===== src/rtl/bus_arbiter.sv =====
`default_nettype none
// ============================================================================
// Module      : bus_arbiter
// Description : Two-requester round-robin arbiter driving a strobed memory bus
//               with ready handshake, timeout abort and registered outputs.
// Revision    : 1.0 - initial release
// ============================================================================
module bus_arbiter #(
  parameter int ADDR_SIZE = 8,
  parameter int WORD_SIZE = 16,
  parameter int TIMEOUT   = 15
) (
  input  logic                 clk,
  input  logic                 rst_n,
  input  logic                 req0,
  input  logic                 rw0,
  input  logic [ADDR_SIZE-1:0] addr0,
  input  logic [WORD_SIZE-1:0] wdata0,
  input  logic                 req1,
  input  logic                 rw1,
  input  logic [ADDR_SIZE-1:0] addr1,
  input  logic [WORD_SIZE-1:0] wdata1,
  output logic                 gnt0,
  output logic                 gnt1,
  output logic                 done0,
  output logic                 done1,
  output logic                 err0,
  output logic                 err1,
  output logic [WORD_SIZE-1:0] rdata,
  output logic [ADDR_SIZE-1:0] mem_addr,
  output logic                 mem_rw,
  output logic                 mem_strb_n,
  output logic [WORD_SIZE-1:0] mem_wdata,
  output logic                 mem_data_oe,
  input  logic [WORD_SIZE-1:0] mem_rdata,
  input  logic                 mem_rdy_n
);

  localparam int c_CNT_W = $clog2(TIMEOUT + 1);
  localparam logic [c_CNT_W-1:0] c_CNT_MAX = c_CNT_W'(TIMEOUT);
  localparam logic [c_CNT_W-1:0] c_CNT_ONE = c_CNT_W'(1);

  localparam logic [1:0] c_IDLE   = 2'd0;
  localparam logic [1:0] c_STROBE = 2'd1;
  localparam logic [1:0] c_WAIT   = 2'd2;
  localparam logic [1:0] c_DONE   = 2'd3;

  logic [1:0]         r_state;
  logic [c_CNT_W-1:0] r_cnt;
  logic               r_last;

  logic                 w_pick1;
  logic                 w_sel_rw;
  logic [ADDR_SIZE-1:0] w_sel_addr;
  logic [WORD_SIZE-1:0] w_sel_wdata;
  logic [c_CNT_W-1:0]   w_cnt_inc;

  // Requester 1 wins when alone, or when both ask and requester 0 was served last
  assign w_pick1     = req1 & (~req0 | ~r_last);
  assign w_sel_rw    = w_pick1 ? rw1    : rw0;
  assign w_sel_addr  = w_pick1 ? addr1  : addr0;
  assign w_sel_wdata = w_pick1 ? wdata1 : wdata0;
  assign w_cnt_inc   = (r_cnt == c_CNT_MAX) ? r_cnt : r_cnt + c_CNT_ONE;

  always_ff @(posedge clk or negedge rst_n) begin
    if (!rst_n) begin
      r_state     <= c_IDLE;
      r_cnt       <= '0;
      r_last      <= 1'b1;
      gnt0        <= 1'b0;
      gnt1        <= 1'b0;
      done0       <= 1'b0;
      done1       <= 1'b0;
      err0        <= 1'b0;
      err1        <= 1'b0;
      rdata       <= '0;
      mem_addr    <= '0;
      mem_rw      <= 1'b1;
      mem_strb_n  <= 1'b1;
      mem_wdata   <= '0;
      mem_data_oe <= 1'b0;
    end else begin
      done0 <= 1'b0;
      done1 <= 1'b0;
      err0  <= 1'b0;
      err1  <= 1'b0;
      case (r_state)
        c_IDLE: begin
          if (req0 || req1) begin
            mem_addr    <= w_sel_addr;
            mem_rw      <= w_sel_rw;
            mem_wdata   <= w_sel_wdata;
            mem_data_oe <= ~w_sel_rw;
            mem_strb_n  <= 1'b0;
            gnt0        <= ~w_pick1;
            gnt1        <= w_pick1;
            r_state     <= c_STROBE;
          end
        end
        c_STROBE: begin
          mem_strb_n <= 1'b1;
          r_cnt      <= '0;
          r_state    <= c_WAIT;
        end
        c_WAIT: begin
          if (!mem_rdy_n) begin
            if (mem_rw) begin
              rdata <= mem_rdata;
            end
            done0       <= gnt0;
            done1       <= gnt1;
            gnt0        <= 1'b0;
            gnt1        <= 1'b0;
            mem_data_oe <= 1'b0;
            r_last      <= gnt1;
            r_state     <= c_DONE;
          end else begin
            r_cnt <= w_cnt_inc;
            // Abort in the cycle the counter reaches its limit; the pointer still
            // advances so a dead target cannot starve the other requester.
            if (w_cnt_inc == c_CNT_MAX) begin
              done0       <= gnt0;
              done1       <= gnt1;
              err0        <= gnt0;
              err1        <= gnt1;
              rdata       <= '0;
              gnt0        <= 1'b0;
              gnt1        <= 1'b0;
              mem_data_oe <= 1'b0;
              r_last      <= gnt1;
              r_state     <= c_DONE;
            end
          end
        end
        c_DONE: begin
          r_state <= c_IDLE;
        end
        default: begin
          r_state <= c_IDLE;
        end
      endcase
    end
  end

endmodule
`default_nettype wire


===== config.mk =====
export PLATFORM = sky130hd
export DESIGN_NAME = bus_arbiter
export DESIGN_NICKNAME = d
export VERILOG_FILES = /design/src/rtl/bus_arbiter.sv
export SDC_FILE = /design/constraint.sdc
export NUM_CORES = 1
export LEC_CHECK = 0
export BUFFER_PORTS_ARGS = -buffer_cell sky130_fd_sc_hd__buf_2
export CORE_MARGIN = 3
export CORE_UTILIZATION = 43
export CTS_CLUSTER_DIAMETER = 60
export CTS_CLUSTER_SIZE = 16
export DETAILED_ROUTE_END_ITERATION = 12
export HOLD_SLACK_MARGIN = 0.03
export PLACE_DENSITY = 0.79
export SYNTH_ARGS = -nofsm -noshare
export SYNTH_HDL_FRONTEND = slang
export SYNTH_SLANG_ARGS = --single-unit

===== constraint.sdc =====
create_clock -name clk -period 1.9 [get_ports clk]
set_clock_uncertainty 0.2 [all_clocks]
set_input_delay 0.285 -clock clk [delete_from_list [all_inputs] [get_ports clk]]
set_output_delay 0.285 -clock clk [all_outputs]
set_load 0.03 [all_outputs]

==> impl_metrics.csv, run 1 <==
group,metric,value,unit
outcome,outcome,"finished, final reports clean",
pwr,power,6.45,mW
pwr,p_per_area,1690,nW/um^2
pwr,swShare,0.460,
grt,gr-usage-all-layers,0.188,
clocking,clock_sinks,56,
sta,fin_crit_sh,0.975,
worst_setup_path,cp-end-kind,"flop",
grt,grt_pass1_wl,11400,microns
worst_hold_path,hp-class,"input port to flop",
grt,gr-total-overflow,0,
cells_and_area,fillers,560,
floorplanning,core.rowCount,29,
synth,yosysWarnings,0,
synth,synth_cell_types,43,
floorplanning,core,6420,sq um
clocking,root_buffer,"clkbuf_8",
placed_design,dpl_cell_area,3620,sq um
synth,ys.flop_type,"dfrtp_1",
sta,worst_pin_slew,0.428,ns
pwr,p_seq_frac,0.325,
routing,drc,0,
pwr,power.clock.fraction,0.105,
pwr,ir_worst_vdd,0.860,mV
synth,yosysSeqAreaShare,0.490,
routing,ant_nets,0,
floorplanning,fp.dieW,87.7,microns
synth,synth_top_area_frac,0.462,
sta,hold_slack,0.0453,ns
cells_and_area,drive_gt1_frac,0.429,
pwr,power_leakage,1.85,nW
routing,avgRoutedWirePerCell,14.4,microns
grt,grt_pass1_vias,2403,
synth,netlist_instances,275,
floorplanning,pin_count,120,
pwr,power.switching,2.96,mW
clocking,clk_latency,0.30,ns
sta,hold_viol_final,0,
routing,vias,2471,
routing,drt_pass1_iterations,4,
sta,slew_headroom,0.714,
job,maxCapViolCount,0,
cells_and_area,antenna_cells,0,
synth,yosysMostFrequentCell,"dfrtp_1",
cells_and_area,fin_util,0.595,
clocking,clk_transition_reported_paths,0.10,ns
cells_and_area,syn2layout_area_growth,33.1,%
pwr,pwr-share-comb,0.570,
routing,vias_per_cell,5.17,
grt,grt_start_max_net_pins,57,
routing,drt_iter0_drc,79,
routing,drt-total-wl,6900,microns
pwr,p_int,3.49,mW
worst_setup_path,path_class,"flop to flop",
placed_design,place_hpwl,5030,microns
floorplanning,die_h,87.7,microns
clocking,htree_levels,2,
synth,synthTopCellsByArea,"dfrtp_1, mux2i_1, o2bb2ai_1, nand2_1, nor2b_1",
placed_design,io_buffers,119,
sta,fmax,0.540,GHz
synth,async_flop_share,1.00,
clocking,cts_buffers,5,
synth,syn-num-nets,351,
worst_setup_path,cp_max_fo,5,
placed_design,place.gp.congestion,0.784,
synth,syn_area_per_cell,10.4,sq um
cells_and_area,finalInstanceArea,3820,sq um
synth,netlist_area,2870,sq um
cells_and_area,final_nets,476,
synth,ys_seq_elements,56,
sta,setup_viol,0,
worst_setup_path,cp.required,1.90,ns
worst_setup_path,critPathLaunchType,"flop",
synth,yosys-top-cells-count,"dfrtp_1, nand2_1, mux2i_1",
synth,synth_largest_area_cell,"dfrtp_1",
grt,antenna_found_initial,0,
floorplanning,die-area,7690,sq um
synth,synth_edf_count,0,
sta,slew_violations,0,
sta,finalCriticalPeriod,1.85,ns
floorplanning,start_util,0.447,
clocking,cts_tree,"done",
clocking,clock_path_buffers,2,
worst_setup_path,arrival,1.85,ns
==> power by group through the flow <==
stage	Sequential [mW]	Clock (mW)	Combinational, mW
after floorplan	2.99	0	1.55
after global placement	2.08	0	3.44
after detailed placement	2.10	0	3.54
after CTS	2.09	0.703	3.56
after global routing	2.18	0.746	4.04
final	2.10	0.677	3.68
==> state kept, by name (all words and copies together), names as in the netlist, 2 cells and up <==
register / count
mem_wdata: 16
rdata: 16
mem_addr: 8
r_cnt: 4
r_state: 2
==> layer usage <==
| metal | track usage | vias to the layer above | wire [microns] |
|---|---|---|---|
| li1 | - | 1236 | - |
| met5 | 0 | - | 0 |
| met4 | 0.0516 | 0 | 79 |
| met3 | 0.0564 | 6 | 572 |
| met2 | 0.306 | 100 | 3210 |
| met1 | 0.243 | 1129 | 3040 |
==> placed cells by master (no fill, tap or decap), drive strengths merged, types with 3 or more instances in the layout <==
cell type	count
a21oi	18
a31o	16
buf	135
clkbuf	7
dfrtp	53
dfstp	3
ha	5
inv	6
mux2i	28
nand2	31
nor2	5
nor2b	17
nor3	5
o21ai	28
o22ai	3
o2bb2ai	17
==> final timing paths <==
| kind | start | end | slack, ns | cells past startpoint |
|---|---|---|---|---|
| min in group asynchronous | rst_n | mem_addr[5] | 0.28 | 3 |
| min reg2reg | mem_wdata[2] | mem_wdata[2] | 0.28 | 2 |
| max | r_state[0] | r_state[1] | 0.05 | 6 |
| max in group asynchronous | rst_n | r_last | 0.91 | 3 |
| max reg2reg | r_state[0] | r_state[1] | 0.05 | 6 |
| min | wdata0[5] | mem_wdata[5] | 0.05 | 3 |
==> timing repair <==
item                       CTS  global route
pin swaps                    0             2
cloned                       0             1
buffers inserted             0             4
gates resized for setup      3            12
hold endpoints to repair    54             0
hold buffers                 1             0
setup endpoints to repair   17            19
==> worst max-delay path: stages, from the launching register on <==
cell	delay, ns
dfrtp_1	0.41
inv_2	0.09
ha_2	0.18
inv_1	0.05
or3_4	0.35
o211ai_4	0.13
mux2_4	0.33
==> area by class of cell <==
| class | instances | area, sq um | area share |
|---|---|---|---|
| Sequential cell | 56 | 1410 | 0.368 |
| Clock buffer | 7 | 86.3 | 0.0226 |
| Tap cell | 77 | 96.3 | 0.0252 |
| Multi-Input combinational cell | 194 | 1440 | 0.376 |
| Timing Repair Buffer | 136 | 763 | 0.200 |
| Clock inverter | 1 | 7.51 | 0.00197 |
| Inverter | 7 | 26.3 | 0.00688 |
==> logic make-up (layout without fill, tap and decap cells) <==
| logic type | after synthesis | after routing | share of synthesized area |
|---|---|---|---|
| xor gates and xnor gates | 2 | 2 | 0.00611 |
| and+or+nand+nor | 66 | 67 | 0.117 |
| buffers and inverters | 26 | 151 | 0.0423 |
| DFF | 56 | 56 | 0.490 |
| adders and majority gates | 5 | 5 | 0.0218 |
| muxes | 29 | 29 | 0.102 |
| AOI/OAI and AO/OA | 91 | 91 | 0.221 |
==> stage by stage <==
stage	instances	setup TNS (ns)	setup slack, ns
after floorplan	275	0	0.0300
after detailed placement	464	-1.95	-0.138
final	478	0	0.0467
after global placement	464	-0.637	-0.0541
after CTS	473	0	0.00477
after global routing	478	-0.0108	-0.0108
No activity file was read; power rests on OpenSTA's default activity.
==> run 2, diff against run 1 <==
CORE_ASPECT_RATIO = 0.8   (was default)
CORE_UTILIZATION = 40   (was 43)
PLACE_DENSITY = 0.74   (was 0.79)
==> impl_metrics.csv, run 2 (synthesis gave the netlist of run 1 again) <==
group,metric,value,unit
floorplanning,die_h,81.8,microns
sta,rsz0062_at_grt,"true",
floorplanning,core.rowCount,26,
worst_setup_path,cp_slowest_stage_delay,0.41,ns
clocking,cts_tree,"done",
cells_and_area,antenna_cells,0,
sta,slew_violations,0,
sta,tns,0,ns
worst_setup_path,cp-end-kind,"flop",
pwr,p_per_area,1690,nW/um^2
routing,ant_nets,0,
routing,drt-total-wl,7050,microns
routing,vias,2458,
placed_design,dpl_cell_area,3630,sq um
pwr,ir_worst_vdd,0.716,mV
sta,setup_ws,0.0206,ns
clocking,htree_levels,2,
sta,slew_headroom,0.761,
sta,setup_viol,0,
routing,drc,0,
routing,vias_per_cell,5.07,
sta,finalCriticalPeriod,1.88,ns
sta,hold_viol_final,0,
cells_and_area,mostFrequentLayoutCells,"buf_2, dfrtp_1, nand2_1, mux2i_1, o21ai_0",
worst_setup_path,critPathLaunchType,"flop",
sta,fin_crit_sh,0.989,
outcome,outcome,"finished, final reports clean",
grt,grt_pass1_vias,2364,
floorplanning,fp.dieW,101,microns
grt,grt.met2_usage,0.293,
grt,antenna_found_initial,0,
floorplanning,start_util,0.430,
worst_setup_path,cp_max_fo,5,
routing,avgRoutedWirePerCell,14.5,microns
cells_and_area,finalInstanceArea,3760,sq um
clocking,clock_path_buffers,2,
clocking,cts_buffers,5,
placed_design,pre_cts_slack,-0.161,ns
grt,gr-total-overflow,0,
clocking,clk_transition_reported_paths,0.10,ns
cells_and_area,syn2layout_area_growth,31.1,%
sta,fmax,0.532,GHz
cells_and_area,final_nets,476,
routing,drt_iter0_drc,50,
grt,grt_pass1_wl,11300,microns
grt,grt_start_max_net_pins,57,
floorplanning,pin_count,120,
worst_hold_path,hold_depth,3,
placed_design,place_hpwl,5300,microns
grt,met1_usage,0.223,
worst_hold_path,hp-class,"input port to flop",
worst_setup_path,r2r_slack,0.02,ns
placed_design,io_buffers,119,
cells_and_area,drive_gt1_frac,0.419,
routing,drt_pass1_iterations,4,
clocking,clk_latency,0.30,ns
clocking,clock_sinks,56,
floorplanning,die-area,8230,sq um
worst_setup_path,cp-startpoint,"r_state[0]",
worst_setup_path,cp.required,1.90,ns
pwr,power_leakage,1.83,nW
clocking,root_buffer,"clkbuf_8",
cells_and_area,fillers,579,
worst_hold_path,hold_path_end,"mem_wdata[6]",
pwr,power,6.35,mW
cells_and_area,layout_commonest_cell,"buf_2",
sta,worst_pin_slew,0.358,ns
worst_setup_path,path_class,"flop to flop",
cells_and_area,top_regs,"mem_wdata (16), rdata (16), mem_addr (8)",
placed_design,place.gp.congestion,0.845,
cells_and_area,fin_util,0.564,
worst_setup_path,slowest_stage,"dfrtp_1",
sta,hold_slack,0.0413,ns
placed_design,place_inst,475,
worst_setup_path,arrival,1.88,ns
grt,use_met3,0.0323,
worst_setup_path,path_cells,"inv_2, ha_1, inv_1, or3_4, o211ai_4, mux2_4",
grt,gr-usage-all-layers,0.171,
worst_setup_path,r2r_start,"r_state[0]",
worst_setup_path,reg2reg_depth,6,
grt,busiest_layer,"met2",
job,maxCapViolCount,0,
cells_and_area,final_cell_count_no_fill,485,
floorplanning,core,6670,sq um
worst_setup_path,reg2reg_to,"r_state[1]",
worst_hold_path,hold_path.startpoint,"wdata0[6]",
-- run 2: how the worst max path moves through the flow --
stage | end | slack, ns | cells past startpoint
final | r_state[1] | 0.02 | 6
after global routing | r_state[1] | -0.03 | 6
after CTS | r_state[1] | 0.006 | 6
after detailed placement | rdata[6] | -0.16 | 6
after global placement | rdata[15] | -0.02 | 6
after floorplan | r_state[1] | 0.03 | 6
-- run 2: layer usage --
layer | part of all wire | routed length (microns)
met2 | 0.50 | 3540
met1 | 0.44 | 3080
met4 | 0.0091 | 64
met5 | 0 | 0
met3 | 0.052 | 365
-- run 2: cell type report --
cell class                      instances  area (sq um)  share of cell area
Timing Repair Buffer                  137           746               0.198
Clock inverter                          3          22.5             0.00599
Multi-Input combinational cell        193          1390               0.369
Sequential cell                        56          1410               0.373
Clock buffer                            5          68.8              0.0183
Tap cell                               84           105              0.0279
Inverter                                7          26.3             0.00698
-- run 2: what timing repair did --
action                                 CTS  global route
setup buffers                            0             1
setup endpoints to repair               17            10
pin swaps                                0             0
endpoints found under the hold margin   53             0
hold buffers                             1             0
gates resized for setup                  3             5
-- run 2: critical path: cells and delay by family (launching register included) --
family | cells | cell delay, ns
AOI/OAI and AO/OA | 1 | 0.14
adders and majority gates | 1 | 0.18
buffers and inverters | 2 | 0.17
DFF | 1 | 0.41
muxes | 1 | 0.33
and+or+nand+nor | 1 | 0.35
-- run 2: where the power goes --
part,total (mW),leakage [nW],internal [mW],switching (mW)
sequential,2.08,0.657,1.73,0.353
clock,0.669,0.0485,0.266,0.404
combinational,3.60,1.12,1.38,2.22
==> run 3, diff against run 2 <==
REMOVE_ABC_BUFFERS = 1   (was default)
==> impl_metrics.csv, run 3 (synthesis gave the netlist of run 1 again) <==
group,metric,value,unit
outcome,outcome,"finished, final reports clean",
worst_setup_path,cp-end-kind,"flop",
routing,avgRoutedWirePerCell,14.8,microns
worst_setup_path,arrival,1.87,ns
clocking,clock_sinks,56,
sta,setup_ws,0.0298,ns
grt,busiest_layer,"met2",
clocking,clk_latency,0.31,ns
sta,fin_crit_sh,0.984,
routing,drc,0,
grt,met1_usage,0.231,
sta,slew_headroom,0.678,
placed_design,place_hpwl,5190,microns
floorplanning,die-area,8230,sq um
pwr,ir_worst_vdd,0.781,mV
floorplanning,start_util,0.430,
grt,grt_pass1_vias,2418,
clocking,htree_levels,2,
grt,antenna_found_initial,0,
floorplanning,pin_count,120,
placed_design,place.gp.congestion,0.862,
placed_design,dpl_cell_area,3640,sq um
sta,setup_viol,0,
placed_design,pre_cts_slack,-0.132,ns
cells_and_area,layout_commonest_cell,"buf_2",
worst_hold_path,hp-class,"input port to flop",
cells_and_area,mostFrequentLayoutCells,"buf_2, dfrtp_1, nand2_1, mux2i_1, o21ai_0",
clocking,clock_path_buffers,2,
cells_and_area,syn2layout_area_growth,32.3,%
floorplanning,die_h,81.8,microns
grt,grt_pass1_wl,11500,microns
routing,drt_pass1_iterations,4,
clocking,root_buffer,"clkbuf_8",
cells_and_area,fillers,610,
floorplanning,core.rowCount,26,
cells_and_area,top_regs,"mem_wdata (16), rdata (16), mem_addr (8)",
sta,finalCriticalPeriod,1.87,ns
sta,fmax,0.535,GHz
sta,slew_violations,0,
routing,ant_nets,0,
worst_setup_path,path_class,"flop to flop",
routing,drt_iter0_drc,40,
routing,vias,2490,
sta,hold_viol_final,0,
pwr,p_per_area,1670,nW/um^2
sta,rsz0062_at_grt,"true",
sta,hold_slack,0.0435,ns
grt,grt_start_max_net_pins,57,
sta,worst_pin_slew,0.482,ns
worst_setup_path,cp.required,1.90,ns
cells_and_area,multi_input_area,1420,sq um
cells_and_area,drive_gt1_frac,0.420,
clocking,clk_transition_reported_paths,0.09,ns
placed_design,io_buffers,119,
worst_setup_path,cp_max_fo,5,
routing,drt-total-wl,7150,microns
routing,vias_per_cell,5.14,
cells_and_area,finalInstanceArea,3790,sq um
worst_setup_path,critPathLaunchType,"flop",
grt,grt.met2_usage,0.288,
cells_and_area,final_nets,475,
floorplanning,core,6670,sq um
grt,use_met3,0.0467,
pwr,power,6.32,mW
pwr,power_leakage,1.84,nW
cells_and_area,antenna_cells,0,
clocking,cts_setup_buffers,0,
sta,tns,0,ns
job,maxCapViolCount,0,
clocking,cts_tree,"done",
cells_and_area,seq_area,1410,sq um
clocking,cts_buffers,5,
grt,gr-usage-all-layers,0.175,
floorplanning,fp.dieW,101,microns
grt,gr-total-overflow,0,
-- run 3: cell types whose count changed in the layout (fill, tap and decap cells not counted), sizes merged --
cell / previous run / this run
inv: 7 / 6
clkbuf: 5 / 7
buf: 136 / 133
nand2: 30 / 32
clkinv: 3 / 1
clkinvlp: 0 / 1
-- run 3: path summary, 6_finish.rpt --
check,end,slack (ns),depth (start not counted),from
setup / recovery,r_state[1],0.03,6,r_state[1]
hold / removal,mem_wdata[12],0.04,3,wdata0[12]
setup reg to reg,r_state[1],0.03,6,r_state[1]
hold reg to reg,mem_addr[1],0.29,2,mem_addr[1]
max in group asynchronous,r_last,0.90,3,rst_n
min in group asynchronous,rdata[13],0.30,3,rst_n
-- run 3: per-layer routing --
metal  vias to the layer above  wire (microns)
met4                         0              74
met3                         7             611
met1                      1147            3340
li1                       1238               -
met2                        98            3130
met5                         -               0
-- run 3: repair_timing --
item / in CTS / in global routing
setup endpoints to repair: 17 / 17
cloned: 0 / 2
hold endpoints to repair: 53 / 0
pin swaps: 0 / 1
resized for setup: 5 / 5
hold buffers: 1 / 0
-- run 3: layout make-up --
| cell class | count | area share |
|---|---|---|
| Clock buffer | 7 | 0.0227 |
| Multi-Input combinational cell | 195 | 0.373 |
| Sequential cell | 56 | 0.370 |
| Timing Repair Buffer | 134 | 0.197 |
| Clock inverter | 1 | 0.00198 |
| Inverter | 7 | 0.00692 |
| Tap cell | 84 | 0.0277 |
-- run 3: critical path, cell delays in order (launching register included) --
cell and delay, ns:
dfrtp_1 0.42, inv_2 0.09, ha_1 0.16, inv_1 0.05, or3_4 0.35, o211ai_4 0.14, mux2_1 0.35
-- run 3: where the power goes --
group | total [mW] | switching (mW) | leakage [nW] | internal [mW]
Sequential | 2.10 | 0.370 | 0.657 | 1.73
Combinational | 3.55 | 2.20 | 1.13 | 1.35
Clock | 0.670 | 0.373 | 0.0445 | 0.297
Total | 6.32 | 2.94 | 1.84 | 3.38
-- run 3: through the flow --
stage,utilization,instances
final,0.569,484
after global placement,0.546,473
after CTS,0.563,482
after detailed placement,0.546,473
after global routing,0.569,484
after floorplan,-,256
